### src/rtl/spi_pkg.sv
// Shared types and framing constants for the arbitrated SPI write master.
package spi_pkg;

  typedef enum logic [1:0] {
    IDLE,
    FRAME,
    GAP
  } state_t;

  localparam int SPI_DATA_W        = 8;
  localparam int SPI_LEAD_BITS     = 1;
  localparam int SPI_TRAIL_BITS    = 1;
  localparam int SPI_FRAME_PERIODS = SPI_LEAD_BITS + SPI_DATA_W + SPI_TRAIL_BITS;
  localparam int PERIOD_W          = $clog2(SPI_FRAME_PERIODS);

  // Counter width that stays at least one bit when the count range collapses to 1.
  function automatic int cnt_w(input int n);
    return (n > 1) ? $clog2(n) : 1;
  endfunction

endpackage

### src/rtl/spi_rr_arbiter.sv
// Combinational round-robin picker: first set request at or after the pointer, wrapping.
module spi_rr_arbiter #(
  parameter int NUM_REQ = 4,
  parameter int PTR_W   = $clog2(NUM_REQ)
) (
  input  logic [NUM_REQ-1:0] req,
  input  logic [PTR_W-1:0]   pointer,
  output logic [NUM_REQ-1:0] grant,
  output logic [PTR_W-1:0]   grant_idx
);

  logic [PTR_W:0]   sum;
  logic [PTR_W-1:0] idx;
  logic             found;

  // NOTE: every variable written here gets a default first, otherwise paths that skip an assignment infer latches.
  always_comb begin
    grant     = '0;
    grant_idx = '0;
    found     = 1'b0;
    sum       = '0;
    idx       = '0;
    for (int off = 0; off < NUM_REQ; off++) begin
      sum = {1'b0, pointer} + (PTR_W+1)'(off);
      if (sum >= (PTR_W+1)'(NUM_REQ)) sum = sum - (PTR_W+1)'(NUM_REQ);
      idx = sum[PTR_W-1:0];
      if (!found && req[idx]) begin
        found      = 1'b1;
        grant[idx] = 1'b1;
        grant_idx  = idx;
      end
    end
  end

endmodule

### src/rtl/spi_master_arbiter.sv
// Round-robin shared SPI write master: grants one requester, sends a lead-in, 8 data bits
// MSB first and a trailer, then holds cs high for a fixed gap before re-arbitrating.
module spi_master_arbiter
  import spi_pkg::*;
#(
  parameter int NUM_REQ  = 4,
  parameter int CLK_DIV  = 2,
  parameter int GAP_CLKS = 4
) (
  input  logic                    clk,
  input  logic                    rst_n,
  input  logic [NUM_REQ-1:0]      req,
  input  logic [8*NUM_REQ-1:0]    req_data,
  output logic [NUM_REQ-1:0]      ack,
  output logic                    busy,
  output logic [2:0]              active_id,
  output logic                    sclk,
  output logic                    mosi,
  output logic                    cs
);

  localparam int PTR_W = $clog2(NUM_REQ);
  localparam int DIV_W = cnt_w(CLK_DIV);
  localparam int GAP_W = cnt_w(GAP_CLKS);

  localparam logic [DIV_W-1:0]    DIV_LAST    = DIV_W'(CLK_DIV - 1);
  localparam logic [GAP_W-1:0]    GAP_LAST    = GAP_W'(GAP_CLKS - 1);
  localparam logic [PERIOD_W-1:0] LAST_PERIOD = PERIOD_W'(SPI_FRAME_PERIODS - 1);
  localparam logic [PERIOD_W-1:0] DATA_FIRST  = PERIOD_W'(SPI_LEAD_BITS);
  localparam logic [PERIOD_W-1:0] DATA_END    = PERIOD_W'(SPI_LEAD_BITS + SPI_DATA_W);

  state_t                  state, state_next;
  logic [PTR_W-1:0]        ptr, ptr_next;
  logic [SPI_DATA_W-1:0]   shreg, shreg_next;
  logic [DIV_W-1:0]        div_cnt, div_next;
  logic [PERIOD_W-1:0]     period, period_next;
  logic [GAP_W-1:0]        gap_cnt, gap_next;
  logic [NUM_REQ-1:0]      ack_next;
  logic                    busy_next, sclk_next, mosi_next, cs_next;
  logic [2:0]              active_id_next;

  logic [NUM_REQ-1:0]      grant;
  logic [PTR_W-1:0]        grant_idx;
  logic [SPI_DATA_W-1:0]   grant_byte;

  spi_rr_arbiter #(
    .NUM_REQ (NUM_REQ),
    .PTR_W   (PTR_W)
  ) u_rr (
    .req       (req),
    .pointer   (ptr),
    .grant     (grant),
    .grant_idx (grant_idx)
  );

  always_comb begin
    grant_byte = '0;
    for (int i = 0; i < NUM_REQ; i++) begin
      grant_byte = grant_byte | (req_data[8*i +: 8] & {SPI_DATA_W{grant[i]}});
    end
  end

  // NOTE: combinational logic uses blocking '=', the register process uses non-blocking '<=' only.
  always_comb begin
    state_next     = state;
    ptr_next       = ptr;
    shreg_next     = shreg;
    div_next       = div_cnt;
    period_next    = period;
    gap_next       = gap_cnt;
    ack_next       = '0;
    busy_next      = busy;
    sclk_next      = sclk;
    mosi_next      = mosi;
    cs_next        = cs;
    active_id_next = active_id;

    unique case (state)
      IDLE: begin
        if (|req) begin
          state_next     = FRAME;
          shreg_next     = grant_byte;
          active_id_next = 3'(grant_idx);
          busy_next      = 1'b1;
          cs_next        = 1'b0;
          div_next       = '0;
          period_next    = '0;
        end
      end

      FRAME: begin
        if (div_cnt == DIV_LAST) begin
          div_next = '0;
          if (!sclk) begin
            // Rising sclk: the only point mosi moves, so it is settled for the slave's falling-edge sample.
            sclk_next = 1'b1;
            if (period >= DATA_FIRST && period < DATA_END) begin
              mosi_next  = shreg[SPI_DATA_W-1];
              shreg_next = shreg << 1;
            end else begin
              mosi_next = 1'b0;
            end
          end else begin
            sclk_next = 1'b0;
            if (period == LAST_PERIOD) begin
              cs_next    = 1'b1;
              mosi_next  = 1'b0;
              ack_next   = NUM_REQ'(1) << active_id;
              ptr_next   = (active_id == 3'(NUM_REQ - 1)) ? '0 : PTR_W'(active_id + 3'd1);
              state_next = GAP;
              gap_next   = '0;
            end else begin
              period_next = period + 1'b1;
            end
          end
        end else begin
          div_next = div_cnt + 1'b1;
        end
      end

      GAP: begin
        if (gap_cnt == GAP_LAST) begin
          state_next = IDLE;
          busy_next  = 1'b0;
        end else begin
          gap_next = gap_cnt + 1'b1;
        end
      end

      default: state_next = IDLE;
    endcase
  end

  // NOTE: the data shift register is plain flops, so it is reset with everything else for deterministic state.
  always_ff @(posedge clk or negedge rst_n) begin
    if (!rst_n) begin
      state     <= IDLE;
      ptr       <= '0;
      shreg     <= '0;
      div_cnt   <= '0;
      period    <= '0;
      gap_cnt   <= '0;
      ack       <= '0;
      busy      <= 1'b0;
      sclk      <= 1'b0;
      mosi      <= 1'b0;
      cs        <= 1'b1;
      active_id <= '0;
    end else begin
      state     <= state_next;
      ptr       <= ptr_next;
      shreg     <= shreg_next;
      div_cnt   <= div_next;
      period    <= period_next;
      gap_cnt   <= gap_next;
      ack       <= ack_next;
      busy      <= busy_next;
      sclk      <= sclk_next;
      mosi      <= mosi_next;
      cs        <= cs_next;
      active_id <= active_id_next;
    end
  end

endmodule

### config.mk
export PLATFORM = sky130hd
export DESIGN_NAME = spi_master_arbiter
export DESIGN_NICKNAME = d
export VERILOG_FILES = /design/src/rtl/spi_pkg.sv /design/src/rtl/spi_rr_arbiter.sv /design/src/rtl/spi_master_arbiter.sv
export SDC_FILE = /design/constraint.sdc
export NUM_CORES = 1
export LEC_CHECK = 0
export CAP_MARGIN = 0
export CORE_MARGIN = 2
export CORE_UTILIZATION = 42
export CTS_CLUSTER_DIAMETER = 100
export DETAILED_ROUTE_END_ITERATION = 16
export PLACE_DENSITY = 0.7
export SLEW_MARGIN = 20
export SYNTH_ARGS = -nofsm -noshare
export SYNTH_HDL_FRONTEND = slang
export SYNTH_HIERARCHICAL = 1
export SYNTH_SLANG_ARGS = --single-unit
### constraint.sdc
create_clock -name clk -period 2.56 [get_ports clk]
set_input_delay 0.384 -clock clk [delete_from_list [all_inputs] [get_ports clk]]
set_output_delay 0.384 -clock clk [all_outputs]
set_load 0.05 [all_outputs]
After elaboration in Yosys (flattened, before gate mapping)
Index checks and enable logic that the tools add are counted. W data, S select, Z words.

Bits in registers: 29. Input bits: 38.

Add/sub/neg operators: 11. $lt $le $gt $ge: 14. Eq/ne operators: 15. Shift-type cells: 1. Mux-type cells: 71. Bitwise operators: 10. Reduce and logical (&&, ||, !) cells: 27.

Operator list (count): $mux W4 (12); $mux W2 (18); $and A8 B8 Y8 (4); $mux W8 (4); $reduce_and A5 Y1 (5); $or A8 B8 Y8 (3); $mux W1 (22); $ne A2 B2 Y1 const B (9); $pmux W8 S2 (1); $lt A2 B3 Y1 const B (4); $or A4 B4 Y4 (3); $ge A3 B3 Y1 const B (3); $bmux W1 S2 (4); $demux W1 S2 (4); $ge A2 B1 Y1 const B (4); $logic_and A1 B1 Y1 (8); $pmux W4 S2 (1); $sub A2 B1 Y2 const B (4); $add A2 B2 Y3 const B (2); $eq A2 B2 Y1 const B (3); $pmux W1 S2 (3); $pmux W2 S3 (1); $reduce_and A2 Y1 (3); $reduce_and A3 Y1 (2); other kinds (17) (22).

Logic depth before layout (Yosys ltp)
Word-level depth: 20. Gate-level depth with buffers: 12. Depth with buffers taken out: 9.

Cells and area by module
The synthesis kept the hierarchy.

By module, submodules not included: spi_master_arbiter (times used 1, cells each 151, area each 1576.5 um2, seq. area each 726.9 um2); spi_rr_arbiter (times used 1, cells each 65, area each 489.2 um2, seq. area each 0.0 um2).

Worst setup path after synthesis
OpenSTA, ideal clock, no wires.

Path type: reg2reg. From: register ptr[0]. To: register shreg[1]. Setup time: 0.064 ns. Arrival time: 2.718 ns. Data required time: 2.496 ns. Setup slack: -0.221 ns. Cell stages (with the launch flop): 13. Clock period less this slack: 2.781 ns. Path through: dfrtp_1 -> buf_6 -> buf_2 -> inv_1 -> ha_1 -> mux4_2 -> or2_4 -> nor2b_4 -> a221o_2 -> clkbuf_1 -> a22oi_1 -> a31oi_1 -> mux2_4.

Word-level cells in the longest chain between the ends: 20. Elaborated cells between the ends (all ways): 68.

RTL lines: start: declaration (RTL line spi_master_arbiter.sv:33) `logic [PTR_W-1:0] ptr, ptr_next;`; start signal: assignment (RTL line spi_master_arbiter.sv:151) `ptr <= ptr_next;`; parallel branches: the longest is 13 deep, another holds $add A2 B1 Y3; $mux W4 * (RTL line spi_rr_arbiter.sv:27) `if (!found && req[idx]) begin`; net grant[0] (RTL line spi_master_arbiter.sv:42) `logic [NUM_REQ-1:0] grant;`; $and A8 B8 Y8 * (RTL line spi_master_arbiter.sv:59) `grant_byte = grant_byte | (req_data[8*i +: 8] & {SPI_DATA_W{grant[i]}});`; $or A8 B8 Y8 * (3 in series) (RTL line spi_master_arbiter.sv:59); $mux W8 * (RTL line spi_master_arbiter.sv:80) `if (|req) begin`; $pmux W8 S2 * (RTL line spi_master_arbiter.sv:78) `unique case (state)`; end signal: assignment (RTL line spi_master_arbiter.sv:152) `shreg <= shreg_next;`; end: declaration (RTL line spi_master_arbiter.sv:34) `logic [SPI_DATA_W-1:0] shreg, shreg_next;`.

Mark *: on every way through the listed nets, which the timed path passes. The select of a mux whose other input is x is not followed. A chain may end at the register's enable or synchronous reset.

Final worst setup path
From: register ptr[0]. To: register shreg[1].

Elaborated cells between the ends (all ways): 68.

RTL lines (RTL line): parallel branches: the longest is 13 deep, another holds $add A2 B1 Y3; $mux W4 * (spi_rr_arbiter.sv:27); net grant[3] (spi_master_arbiter.sv:42); $and A8 B8 Y8 * (spi_master_arbiter.sv:59); $or A8 B8 Y8 * (spi_master_arbiter.sv:59); $mux W8 * (spi_master_arbiter.sv:80); $pmux W8 S2 * (spi_master_arbiter.sv:78).

Marks and branches as above.

==> results.toml <==
[final_layout]
layout.nets = 327
ff_latch_area_um2 = 728
drive_gt1_share_pct = 21.3
diodes = 0
utilization_pct = 61.5
multi_input_area_mm2 = 0.00129
area_growth_pct = 40.5
nFillCells = 403

[cts]
root_buffer = "clkbuf_8"
path_clk_slew_ns = 0.07
clkLatencyLatePin_ns = 0.29
cts_tree = "yes"
ctsHoldBuffers = 0
cts_made_buffers = 5
clkSinkCount = 29
h-tree-depth = 2
ctsLongestPathBuffers = 2

[critical_path]
setup.worst_path.start = "ptr[0]"
cp_max_fo = 8
cp.required_ns = 2.73
ff2ff_setup_slack_ns = 0.09
worst_setup_path_end_kind = "flip-flop"
cp-start-kind = "flip-flop"
timing.rr.end = "shreg[1]"
reg2regPathDepth = 9
r2r_start = "ptr[0]"
crit_type = "flip-flop to flip-flop"
crit_arrival_ns = 2.64
cp-endpoint = "shreg[1]"

[die]
row_count = 25
core_area_mm2 = 0.00472
fp.dieW_um = 74.1
initial_utilization_pct = 43.7
die_h_um = 74.1
dieArea_mm2 = 0.00550
ioPinCount = 49

[sta]
clock.fmax_mhz = 405
layout_min_cycle_time_ns = 2.47
hold_slack_ns = 0.468
setup_viol = 0
tns_ns = 0
clock_skew_ns = 0.00848
slew_viol_final = 0
period_share_pct = 96.4
max-slew-margin-rel_pct = 64.5
worst_pin_slew_ns = 0.533
hold_viol = 0
rsz0062_at_grt = "yes"

[route]
drc = 0
vias_per_cell = 5.40
highest_layer = "met4"
vias = 1859
wl_met3_um = 350
avgRoutedWirePerCell_um = 14.8
drt.antenna.violating_nets = 0
initialDrtViolationCount = 116
met2_length_um = 2460
wirelength_um = 5100
firstDrtPassIters = 4
met1_length_um = 2270

[synthesis]
synth_cells = 216
yosys.area.top_type = "dfrtp_1"
mappedNetlistNets = 267
synth_common_cells = "dfrtp_1 (28), nand2_1 (24), o21ai_0 (15)"
yosys-top-cells-area = "dfrtp_1 (34%), ha_1 (7.9%), a22oi_1 (5.1%), mux2_4 (5.1%), nand2_1 (4.4%)"
yosysUniqueCellTypes = 52
synth-edff-count = 0
ys_seq_area_share_pct = 35.2
synthesis.area_mm2 = 0.00207
ys_warn_count = 6
synth_async_sr_flop_share_pct = 100
synthFlopType = "dfrtp_1"
ys_ff_latch = 29
syn_area_per_cell_um2 = 9.56
yosysTopAreaCellShare_pct = 33.9
synth_most_common_cell = "dfrtp_1"

[outcome]
status = "completed"

[run]
cap_violations = 0

[global_route]
grt_pass1_wl_um = 8360
grt_pass1_vias = 1796
grt_use_total_pct = 19.5
antenna_found_initial = 0
grt_remaining_overflow = 0
grt_start_max_net_pins = 30

[placement]
gp_congestion = 0.844
place_hpwl_um = 3630
io_buffers = 47

[power_and_ir_drop]
p_leak_nw = 1.30
power_density_mw_per_mm2 = 1040
vdd_drop_max_uv = 547

[hold_path]
hp-class = "flip-flop to flip-flop"
==> through the flow <==
stage               instance area, um^2  total power, mW  setup WS, ns  instances
floorplan                          2100             2.04       0.00411        216
finish                             2900             3.03        0.0909        344
global route                       2900             3.25       -0.0165        344
global placement                   2700             2.41        -0.242        333
CTS                                2830             2.96       0.00822        341
detailed placement                 2700             2.44        -0.299        333
==> final cells by class <==
type                    instances  area share (%)
repair buffers                 67            22.2
multi-input cells             162            44.3
inverters                      11            1.42
clock buffers                   6            2.84
flip-flops and latches         29            25.1
well taps                      67            2.89
clock inverters                 2            1.29
==> per-layer routing <==
metal | up-vias | global-route usage, %
met2 | 58 | 31.9
met1 | 891 | 26.5
li1 | 907 | -
met5 | - | 0
met3 | 3 | 4.34
met4 | 0 | 4.24
==> where the power goes <==
group	leakage, nW	total (mW)	internal, mW	switching [mW]
Sequential	0.371	0.771	0.613	0.158
Combinational	0.874	1.75	0.851	0.896
Clock	0.0574	0.510	0.316	0.194
==> critical path, cell delays in order (launching register included) <==
cell	delay, ns
dfrtp_2	0.44
inv_2	0.08
ha_4	0.30
mux4_2	0.36
nand2_1	0.09
o21ai_0	0.08
a221o_2	0.41
a22oi_1	0.20
a31oi_1	0.10
mux2_4	0.29
==> how the worst min path moves through the flow <==
stage                     cells past startpoint     end   from  slack [ns]
after global placement                        2      cs     cs        0.45
final                                         2      cs     cs        0.47
after CTS                                     2      cs     cs        0.47
after detailed placement                      2      cs     cs        0.46
after global routing                          2      cs     cs        0.48
after floorplan                               0  ack[0]  rst_n        0.09
==> cells by family after synthesis <==
group / after synthesis / share of synthesized area [%]
DFF: 29 / 35.2
buffers and inverters: 26 / 5.69
adders and majority gates: 13 / 7.87
and+or+nand+nor: 73 / 19.6
xor gates and xnor gates: 3 / 1.27
other: 1 / 0.182
AOI/OAI and AO/OA: 59 / 20.9
muxes: 12 / 9.33
==> state kept, by name (all words and copies together) (netlist names) <==
signal,count
period,4
state,2
busy,1
gap_cnt,2
active_id,2
sclk,1
cs,1
ptr,2
div_cnt,1
ack,4
mosi,1
shreg,8
==> layout by cell type (no fill, tap or decap), types with 2 or more instances in the layout <==
master,instances
clkdlybuf4s50_1,43
inv_1,10
mux2_4,7
a22o_1,3
a31oi_1,10
and2_1,2
o21ai_0,14
nand3_1,5
and3_1,4
nor3b_1,2
nand3b_1,2
a21oi_1,2
dlymetal6s2s_1,4
nor2_1,14
dfrtp_1,27
a22oi_2,4
a221o_2,4
nand2b_1,4
and3b_1,3
nand4_1,2
nand2_1,24
or3_1,2
a22oi_1,10
buf_4,19
ha_1,12
mux2i_1,2
clkbuf_8,6
xor2_1,2
o31ai_1,2
mux4_2,3
==> repair_timing <==
| action | in CTS | in global routing |
|---|---|---|
| resized for setup | 1 | 10 |
| setup endpoints to repair | 3 | 8 |
| buffers inserted | 0 | 2 |
| pin swaps | 0 | 4 |
| cloned | 0 | 1 |
Note: power is estimated with default switching activity, not from simulation.
